[src/rtl/parking_pkg.sv]
// Shared types for the multi-lane parking occupancy tracker.
package parking_pkg;

  typedef enum logic [2:0] {
    IDLE, EN1, EN2, EN3, EX1, EX2, EX3, WAIT
  } lane_state_t;

  // Sensor pair encodings, {a,b}
  localparam logic [1:0] AB_NONE = 2'b00;
  localparam logic [1:0] AB_A    = 2'b10;
  localparam logic [1:0] AB_B    = 2'b01;
  localparam logic [1:0] AB_BOTH = 2'b11;

endpackage

[src/rtl/parking_lane_fsm.sv]
// One sensor lane: synchroniser plus direction FSM emitting
// single-cycle enter/exit pulses.
module parking_lane_fsm
  import parking_pkg::*;
#(
  parameter int SYNC_STAGES = 2
) (
  input  logic clk,
  input  logic reset,
  input  logic a,
  input  logic b,
  output logic enter,
  output logic exit
);

  logic [SYNC_STAGES-1:0] sync_a;
  logic [SYNC_STAGES-1:0] sync_b;
  logic [1:0]             ab;
  lane_state_t            state;

  assign ab = {sync_a[SYNC_STAGES-1], sync_b[SYNC_STAGES-1]};

  always_ff @(posedge clk or posedge reset) begin
    if (reset) begin
      sync_a <= '0;
      sync_b <= '0;
      state  <= IDLE;
      enter  <= 1'b0;
      exit   <= 1'b0;
    end else begin
      sync_a <= {sync_a[SYNC_STAGES-2:0], a};
      sync_b <= {sync_b[SYNC_STAGES-2:0], b};
      enter  <= 1'b0;
      exit   <= 1'b0;
      unique case (state)
        IDLE:
          case (ab)
            AB_A:    state <= EN1;
            AB_B:    state <= EX1;
            AB_BOTH: state <= WAIT;
            default: ;
          endcase
        EN1:
          case (ab)
            AB_BOTH: state <= EN2;
            AB_NONE: state <= IDLE;
            AB_B:    state <= WAIT;
            default: ;
          endcase
        EN2:
          case (ab)
            AB_B:    state <= EN3;
            AB_A:    state <= EN1;
            AB_NONE: state <= WAIT;
            default: ;
          endcase
        EN3:
          case (ab)
            AB_NONE: begin
              state <= IDLE;
              enter <= 1'b1;
            end
            AB_BOTH: state <= EN2;
            AB_A:    state <= WAIT;
            default: ;
          endcase
        EX1:
          case (ab)
            AB_BOTH: state <= EX2;
            AB_NONE: state <= IDLE;
            AB_A:    state <= WAIT;
            default: ;
          endcase
        EX2:
          case (ab)
            AB_A:    state <= EX3;
            AB_B:    state <= EX1;
            AB_NONE: state <= WAIT;
            default: ;
          endcase
        EX3:
          case (ab)
            AB_NONE: begin
              state <= IDLE;
              exit  <= 1'b1;
            end
            AB_BOTH: state <= EX2;
            AB_B:    state <= WAIT;
            default: ;
          endcase
        WAIT:
          if (ab == AB_NONE) state <= IDLE;
        default: state <= IDLE;
      endcase
    end
  end

endmodule

[src/rtl/parking_lot_multi.sv]
// Multi-lane occupancy tracker with saturating counter.
// Define PARKING_STATS_EN to add lifetime total_in/total_out.
module parking_lot_multi
  import parking_pkg::*;
#(
  parameter int LANES       = 2,
  parameter int CAPACITY    = 25,
  parameter int SYNC_STAGES = 2,
  parameter int STAT_W      = 16,
  localparam int CNT_W      = $clog2(CAPACITY+1)
) (
  input  logic             clk,
  input  logic             reset,
  input  logic             clr,
  input  logic [LANES-1:0] sensor_a,
  input  logic [LANES-1:0] sensor_b,
  output logic [LANES-1:0] enter,
  output logic [LANES-1:0] exit,
  output logic [CNT_W-1:0] count,
  output logic             full,
  output logic             empty,
  output logic             sat_err
`ifdef PARKING_STATS_EN
  ,
  output logic [STAT_W-1:0] total_in,
  output logic [STAT_W-1:0] total_out
`endif
);

  localparam int SW = CNT_W + 4;
  localparam logic signed [SW-1:0] CAP_S = SW'(CAPACITY);

  for (genvar i = 0; i < LANES; i++) begin : g_lane
    parking_lane_fsm #(
      .SYNC_STAGES(SYNC_STAGES)
    ) u_lane (
      .clk  (clk),
      .reset(reset),
      .a    (sensor_a[i]),
      .b    (sensor_b[i]),
      .enter(enter[i]),
      .exit (exit[i])
    );
  end

  logic [3:0]             n_in;
  logic [3:0]             n_out;
  logic signed [SW-1:0]   sum;
  logic [CNT_W-1:0]       next_cnt;
  logic                   clamp;

  always_comb begin
    n_in  = '0;
    n_out = '0;
    for (int i = 0; i < LANES; i++) begin
      n_in  = n_in + 4'(enter[i]);
      n_out = n_out + 4'(exit[i]);
    end
  end

  // Net all lanes first, then clamp once
  always_comb begin
    sum = $signed(SW'(count)) + $signed(SW'(n_in))
        - $signed(SW'(n_out));
    next_cnt = sum[CNT_W-1:0];
    clamp    = 1'b0;
    if (sum[SW-1]) begin
      next_cnt = '0;
      clamp    = 1'b1;
    end else if (sum > CAP_S) begin
      next_cnt = CNT_W'(CAPACITY);
      clamp    = 1'b1;
    end
  end

  always_ff @(posedge clk or posedge reset) begin
    if (reset) begin
      count   <= '0;
      sat_err <= 1'b0;
    end else if (clr) begin
      count   <= '0;
      sat_err <= 1'b0;
    end else begin
      count <= next_cnt;
      if (clamp) sat_err <= 1'b1;
    end
  end

  assign full  = (count == CNT_W'(CAPACITY));
  assign empty = (count == '0);

`ifdef PARKING_STATS_EN
  always_ff @(posedge clk or posedge reset) begin
    if (reset) begin
      total_in  <= '0;
      total_out <= '0;
    end else begin
      total_in  <= total_in + STAT_W'(n_in);
      total_out <= total_out + STAT_W'(n_out);
    end
  end
`endif

endmodule

[config.mk]
export PLATFORM = sky130hd
export DESIGN_NAME = parking_lot_multi
export DESIGN_NICKNAME = d
export VERILOG_FILES = /design/src/rtl/parking_pkg.sv /design/src/rtl/parking_lane_fsm.sv /design/src/rtl/parking_lot_multi.sv
export SDC_FILE = /design/constraint.sdc
export NUM_CORES = 1
export LEC_CHECK = 0
export ABC_AREA = 1
export CORE_MARGIN = 2
export CORE_UTILIZATION = 62
export DETAILED_ROUTE_END_ITERATION = 6
export HOLD_SLACK_MARGIN = 0.03
export PLACE_DENSITY = 0.86
export SETUP_SLACK_MARGIN = 0.02
export SLEW_MARGIN = 0
export SYNTH_ARGS = -nofsm -noshare
export SYNTH_HDL_FRONTEND = slang
export SYNTH_SLANG_ARGS = --single-unit
[constraint.sdc]
create_clock -name clk -period 5.9 [get_ports clk]
set_clock_uncertainty 0.1 [all_clocks]
set_input_delay 1.18 -clock clk [delete_from_list [all_inputs] [get_ports clk]]
set_output_delay 1.18 -clock clk [all_outputs]
set_load 0.1 [all_outputs]
==> flow_summary_export.csv, run 1 <==
group,metric,value,unit
pwr,p_leak,1.14,nW
pwr,swShare,0.572,
route,num_vias,1734,
finish,stdcell_area,2210,µm²
floorplan,initial_core_util,0.658,
pwr,p_clk_frac,0.065,
floorplan,die_w,61.2,µm
clock_network,postCtsHoldBufs,0,
setup_path,crit_type,"reg -> out",
sta,max-slew-margin-rel,0.354,
sta,fin_ws,2.24,ns
pwr,p_comb_frac,0.656,
sta,timing.fmax,273,MHz
sta,fin_setup_tns,0,ns
route,drtIter0Drc,158,
placement,dp_slack,2.57,ns
sta,fin_crit,3.66,ns
clock_network,htree_levels,1,
clock_network,clock_sinks,24,
synthesis,avgSynthCellArea,7.29,µm²
placement,numPortBuffers,18,
route,dr.pass1.iters,5,
floorplan,core,3080,µm²
synthesis,syn-num-nets,310,
setup_path,ff2ff_path_depth,12,
route,wl_per_cell,11.4,µm
setup_path,start_kind,"flip-flop",
global_route,grt_pass1_wl,6.56,mm
placement,place_area,2190,µm²
placement,dpl.hpwl,3.12,mm
placement,place_inst,331,
finish,layoutNonFillerInstCount,334,
global_route,grt_max_degree,25,
pwr,pwr-share-seq,0.279,
synthesis,yosysSeqAreaShare,0.296,
route,ant_nets,0,
finish,syn2layout_area_growth,9.20,%
worst_hold_path,worstHoldStart,"g_lane[1].u_lane.sync_b[0]",
sta,worst_pin_slew,0.966,ns
worst_hold_path,hold_depth,0,
clock_network,post_cts_buffers,0,
synthesis,ys_seq_elements,24,
clock_network,cts_buffer_depth,2,
clock_network,cts_tree,"done",
setup_path,r2r_slack,3.07,ns
sta,rsz0062_at_grt,"no",
setup_path,r2r-end,"count[2]",
clock_network,cts-root-buf,"clkbuf_4",
sta,setup_viol,0,
floorplan,dieHeight,61.2,µm
finish,multi_input_comb_area,1180,µm²
setup_path,r2r_start,"g_lane[0].u_lane.exit",
outcome,status,"completed",
placement,gp_congestion,0.994,
sta,hold_ws,0.268,ns
synthesis,synth_area,2030,µm²
route,via_per_inst,5.19,
finish,nets,324,
finish,n_fill_cell,263,
flow_run,max_cap_violations,0,
sta,final-hold-violation-count,0,
pwr,intPower,440,µW
setup_path,endpoint_kind,"output port",
worst_hold_path,hold_class,"reg -> reg",
pwr,finalPower,1.03,mW
clock_network,cts-resized-gates,0,
global_route,grt_usage,0.230,
floorplan,dieArea,3740,µm²
global_route,antenna_found_initial,0,
clock_network,numCtsBuffers,3,
sta,maxSlewViolCount,0,
worst_hold_path,hold-path-endpoint,"g_lane[1].u_lane.sync_b[1]",
route,drc_errors,0,
pwr,power_switching,588,µW
global_route,overflow,0,
sta,final.period_utilization,0.621,
pwr,ir_worst_vdd,0.243,mV
setup_path,path_max_fanout,4,
synthesis,ys_types,24,
global_route,grt_pass1_vias,1555,
finish,drive_gt1_frac,0.0966,
synthesis,synth_warnings,0,
finish,final_util,0.719,
clock_network,worst_setup_hold_path_clk_slew,0.11,ns
finish,antenna_cells,0,
setup_path,critPathRequiredTime,4.62,ns
route,routed_wl,3.82,mm
clock_network,clock_latency,0.30,ns
pwr,pwr_density_cell,465,nW/µm²
floorplan,ios,19,
floorplan,row_count,20,
finish,register_area,601,µm²
setup_path,arrival,2.38,ns
synthesis,syn_inst,278,
[layout by cell type, fill, tap and decap left out]
| cell type | count |
|---|---|
| nand2_1 | 57 |
| inv_1 | 41 |
| nand3_1 | 37 |
| nor2_1 | 36 |
| dfrtp_1 | 24 |
| ha_1 | 22 |
| clkdlybuf4s50_1 | 18 |
| nand4_1 | 9 |
| nor2_2 | 7 |
| nor2_4 | 5 |
| inv_2 | 4 |
| nand2_2 | 4 |
| o21ai_0 | 4 |
| nor3_1 | 3 |
| a21oi_1 | 3 |
| fa_1 | 3 |
| clkbuf_4 | 3 |
| nor3_2 | 2 |
| o21ai_1 | 2 |
| nand3_2 | 2 |
| nand2_4 | 1 |
| xor2_1 | 1 |
| and2_1 | 1 |
| a21boi_0 | 1 |
[worst max-delay path by stage]
stage,start,endpoint,slack (ns),cells past startpoint
2_1_floorplan,count[3],full,2.04,3
3_3_place_gp,count[2],full,2.66,5
3_5_place_dp,count[2],empty,2.57,5
4_1_cts,count[2],empty,2.22,5
5_1_grt,count[2],empty,2.11,5
6_report,count[2],empty,2.24,5
[sequential cells by signal, summed over array words and instances, names as in the netlist]
signal and cells:
g_lane.u_lane.sync_b 4, g_lane.u_lane.enter 2, g_lane.u_lane.sync_a 4, g_lane.u_lane.state 6, g_lane.u_lane.exit 2, sat_err 1, count 5
[power groups by stage]
stage	logic [mW]	registers, mW	clock network, mW
2_1_floorplan	0.507	0.336	0
3_3_place_gp	0.657	0.288	0
3_5_place_dp	0.667	0.290	0
4_1_cts	0.670	0.286	0.0711
5_1_grt	0.745	0.295	0.0766
6_report	0.674	0.287	0.0664
[cells in the mapped netlist]
| cell | n | area [µm²] |
|---|---|---|
| a21boi_0 | 1 | 7.51 |
| a21oi_1 | 3 | 15.0 |
| and2_1 | 1 | 6.26 |
| buf_4 | 8 | 60.1 |
| buf_6 | 1 | 11.3 |
| dfrtp_1 | 24 | 601 |
| fa_1 | 3 | 60.1 |
| ha_1 | 22 | 275 |
| inv_1 | 41 | 154 |
| inv_2 | 4 | 15.0 |
| nand2_1 | 57 | 214 |
| nand2_2 | 4 | 25.0 |
| nand2_4 | 1 | 11.3 |
| nand3_1 | 37 | 185 |
| nand3_2 | 2 | 20.0 |
| nand4_1 | 9 | 56.3 |
| nor2_1 | 36 | 135 |
| nor2_2 | 7 | 43.8 |
| nor2_4 | 5 | 56.3 |
| nor3_1 | 3 | 15.0 |
| nor3_2 | 2 | 20.0 |
| o21ai_0 | 4 | 20.0 |
| o21ai_1 | 2 | 10.0 |
| xor2_1 | 1 | 8.76 |
[routing by layer]
layer / up-vias / global-route usage / routed length (µm)
li1: 893 / - / -
met1: 773 / 0.302 / 1690
met2: 62 / 0.403 / 1880
met3: 6 / 0.0399 / 212
met4: 0 / 0.0373 / 35
met5: - / 0 / 0
[logic make-up after synthesis]
family / synth area share
AND/OR/NAND/NOR: 0.389
buffers and inverters: 0.119
adder cells (fa/ha/maj): 0.166
flip-flops: 0.296
AO/OA/AOI/OAI: 0.0259
XOR/XNOR: 0.00432
[cell type report]
class,instances,area share
multi-input combinational,200,0.536
sequential,24,0.271
timing repair buffer,18,0.0814
inverter,45,0.0764
tap,44,0.0249
clock buffer,3,0.0102
[critical path: stages (launching register included)]
cell             delay [ns]
dfrtp_1                0.41
inv_1                  0.15
ha_1                   0.18
nand3_1                0.09
nor2_1                 0.11
clkdlybuf4s50_1        1.14
Power figures use the tool's default switching activity.
==> run 2, diff against run 1 <==
CORE_UTILIZATION = 58   (was 62)
PLACE_DENSITY = 0.82   (was 0.86)
clock period = 3.7 ns   (was 5.9 ns; I/O delays follow)
==> run 2 against run 1 <==
  * First-iteration DRC count shrank 59%
  * Hold slack lost 0.00092 ns
  * Global-route usage decreased by 3.2 points
  * Routed wire length shrank 4.6%
  * Critical path type unchanged
  * Largest power group unchanged
==> flow_summary_export.csv, run 2 (synthesis results as in run 1) <==
group,metric,value,unit
floorplan,die_w,63.1,µm
finish,final_cell_mix,"57 x nand2_1, 41 x inv_1, 37 x nand3_1",
worst_hold_path,hold_depth,0,
route,routed_wl,3.64,mm
setup_path,crit_cells,1,
route,wl_per_cell,10.8,µm
floorplan,dieHeight,63.1,µm
placement,numPortBuffers,18,
clock_network,clock_sinks,24,
global_route,grt_usage,0.198,
setup_path,cpMaxStageDelayCell,"clkdlybuf4s50_1",
finish,stdcell_area,2220,µm²
sta,final.period_utilization,0.744,
setup_path,endpoint_kind,"output port",
clock_network,cts-resized-gates,0,
setup_path,critPathRequiredTime,2.86,ns
floorplan,ios,19,
pwr,intPower,718,µW
pwr,pwr_density_cell,745,nW/µm²
sta,maxSlewViolCount,0,
setup_path,start_kind,"flip-flop",
global_route,overflow,0,
pwr,finalPower,1.66,mW
sta,timing.fmax,363,MHz
clock_network,clock_latency,0.31,ns
global_route,grt_pass1_wl,6.40,mm
route,num_vias,1752,
route,drtIter0Drc,65,
placement,dpl.hpwl,2.95,mm
setup_path,path_buf_inv,1,
clock_network,postCtsHoldBufs,0,
sta,fin_ws,0.948,ns
pwr,swShare,0.566,
finish,top_register,"g_lane.u_lane.state",
finish,antenna_cells,0,
setup_path,worstPathCellList,"clkdlybuf4s50_1",
sta,setup_viol,0,
route,drc_errors,0,
setup_path,slowest_delay,1.16,ns
pwr,pwr-share-seq,0.279,
sta,fin_setup_tns,0,ns
floorplan,initial_core_util,0.607,
setup_path,r2r_slack,1.03,ns
pwr,p_clk_frac,0.080,
setup_path,r2r-end,"count[1]",
placement,place_area,2190,µm²
sta,fin_crit,2.75,ns
setup_path,crit_path_end,"count[3]",
global_route,grt_max_degree,25,
setup_path,r2r_start,"g_lane[0].u_lane.exit",
worst_hold_path,hold_class,"reg -> reg",
placement,gp_congestion,0.941,
clock_network,post_cts_buffers,0,
global_route,grt_pass1_vias,1534,
finish,syn2layout_area_growth,9.76,%
setup_path,arrival,1.91,ns
sta,hold_ws,0.267,ns
pwr,power_switching,937,µW
finish,largestRegisters,"g_lane.u_lane.state (6), count (5)",
outcome,status,"completed",
finish,final_common_cell,"nand2_1",
global_route,antenna_found_initial,0,
pwr,p_comb_frac,0.640,
finish,final_util,0.666,
clock_network,numCtsBuffers,3,
finish,nets,324,
flow_run,max_cap_violations,0,
finish,drive_gt1_frac,0.107,
setup_path,path_max_fanout,4,
setup_path,crit_family,"buffers and inverters",
floorplan,row_count,21,
placement,dp_slack,1.03,ns
setup_path,crit_path_start,"count[3]",
clock_network,worst_setup_hold_path_clk_slew,0.12,ns
pwr,p_leak,1.15,nW
clock_network,htree_levels,1,
route,via_per_inst,5.20,
clock_network,cts_tree,"done",
clock_network,cts_buffer_depth,2,
finish,largest_reg_flops,6,
setup_path,crit_type,"reg -> out",
placement,place_inst,333,
sta,rsz0062_at_grt,"no",
finish,n_fill_cell,292,
pwr,ir_worst_vdd,0.372,mV
route,ant_nets,0,
route,dr.pass1.iters,4,
finish,layoutNonFillerInstCount,337,
floorplan,core,3340,µm²
sta,worst_pin_slew,0.974,ns
clock_network,cts-root-buf,"clkbuf_4",
floorplan,dieArea,3980,µm²
sta,final-hold-violation-count,0,
setup_path,ff2ff_path_depth,12,
sta,max-slew-margin-rel,0.348,
==> run 2: cell type report <==
cell class	count	area [µm²]	area share
Multi-Input combinational cell	200	1180	0.533
Sequential cell	24	601	0.270
Timing Repair Buffer	18	175	0.0788
Inverter	45	169	0.0760
Tap cell	46	57.6	0.0259
Clock buffer	4	36.3	0.0163
==> run 2: worst min path at each step <==
stage                                     from                          to  slack (ns)
finish              g_lane[1].u_lane.sync_b[0]  g_lane[1].u_lane.sync_b[1]        0.27
CTS                 g_lane[1].u_lane.sync_b[0]  g_lane[1].u_lane.sync_b[1]        0.27
global route        g_lane[1].u_lane.sync_b[0]  g_lane[1].u_lane.sync_b[1]        0.29
global placement    g_lane[1].u_lane.sync_b[0]  g_lane[1].u_lane.sync_b[1]        0.23
detailed placement  g_lane[0].u_lane.sync_b[0]  g_lane[0].u_lane.sync_b[1]        0.24
floorplan           g_lane[0].u_lane.sync_a[0]  g_lane[0].u_lane.sync_a[1]        0.23
==> run 2: power by group through the flow <==
stage / clock network [mW] / logic [mW] / registers, mW
2_1_floorplan: 0 / 0.809 / 0.536
3_3_place_gp: 0 / 1.04 / 0.467
3_5_place_dp: 0 / 1.05 / 0.467
4_1_cts: 0.138 / 1.06 / 0.460
5_1_grt: 0.149 / 1.17 / 0.475
6_report: 0.133 / 1.06 / 0.462
==> run 2: routing by layer <==
metal / routed length (µm) / GRT usage
met1: 1700 / 0.257
met2: 1720 / 0.330
met3: 165 / 0.0375
met5: 0 / 0
met4: 51 / 0.0694
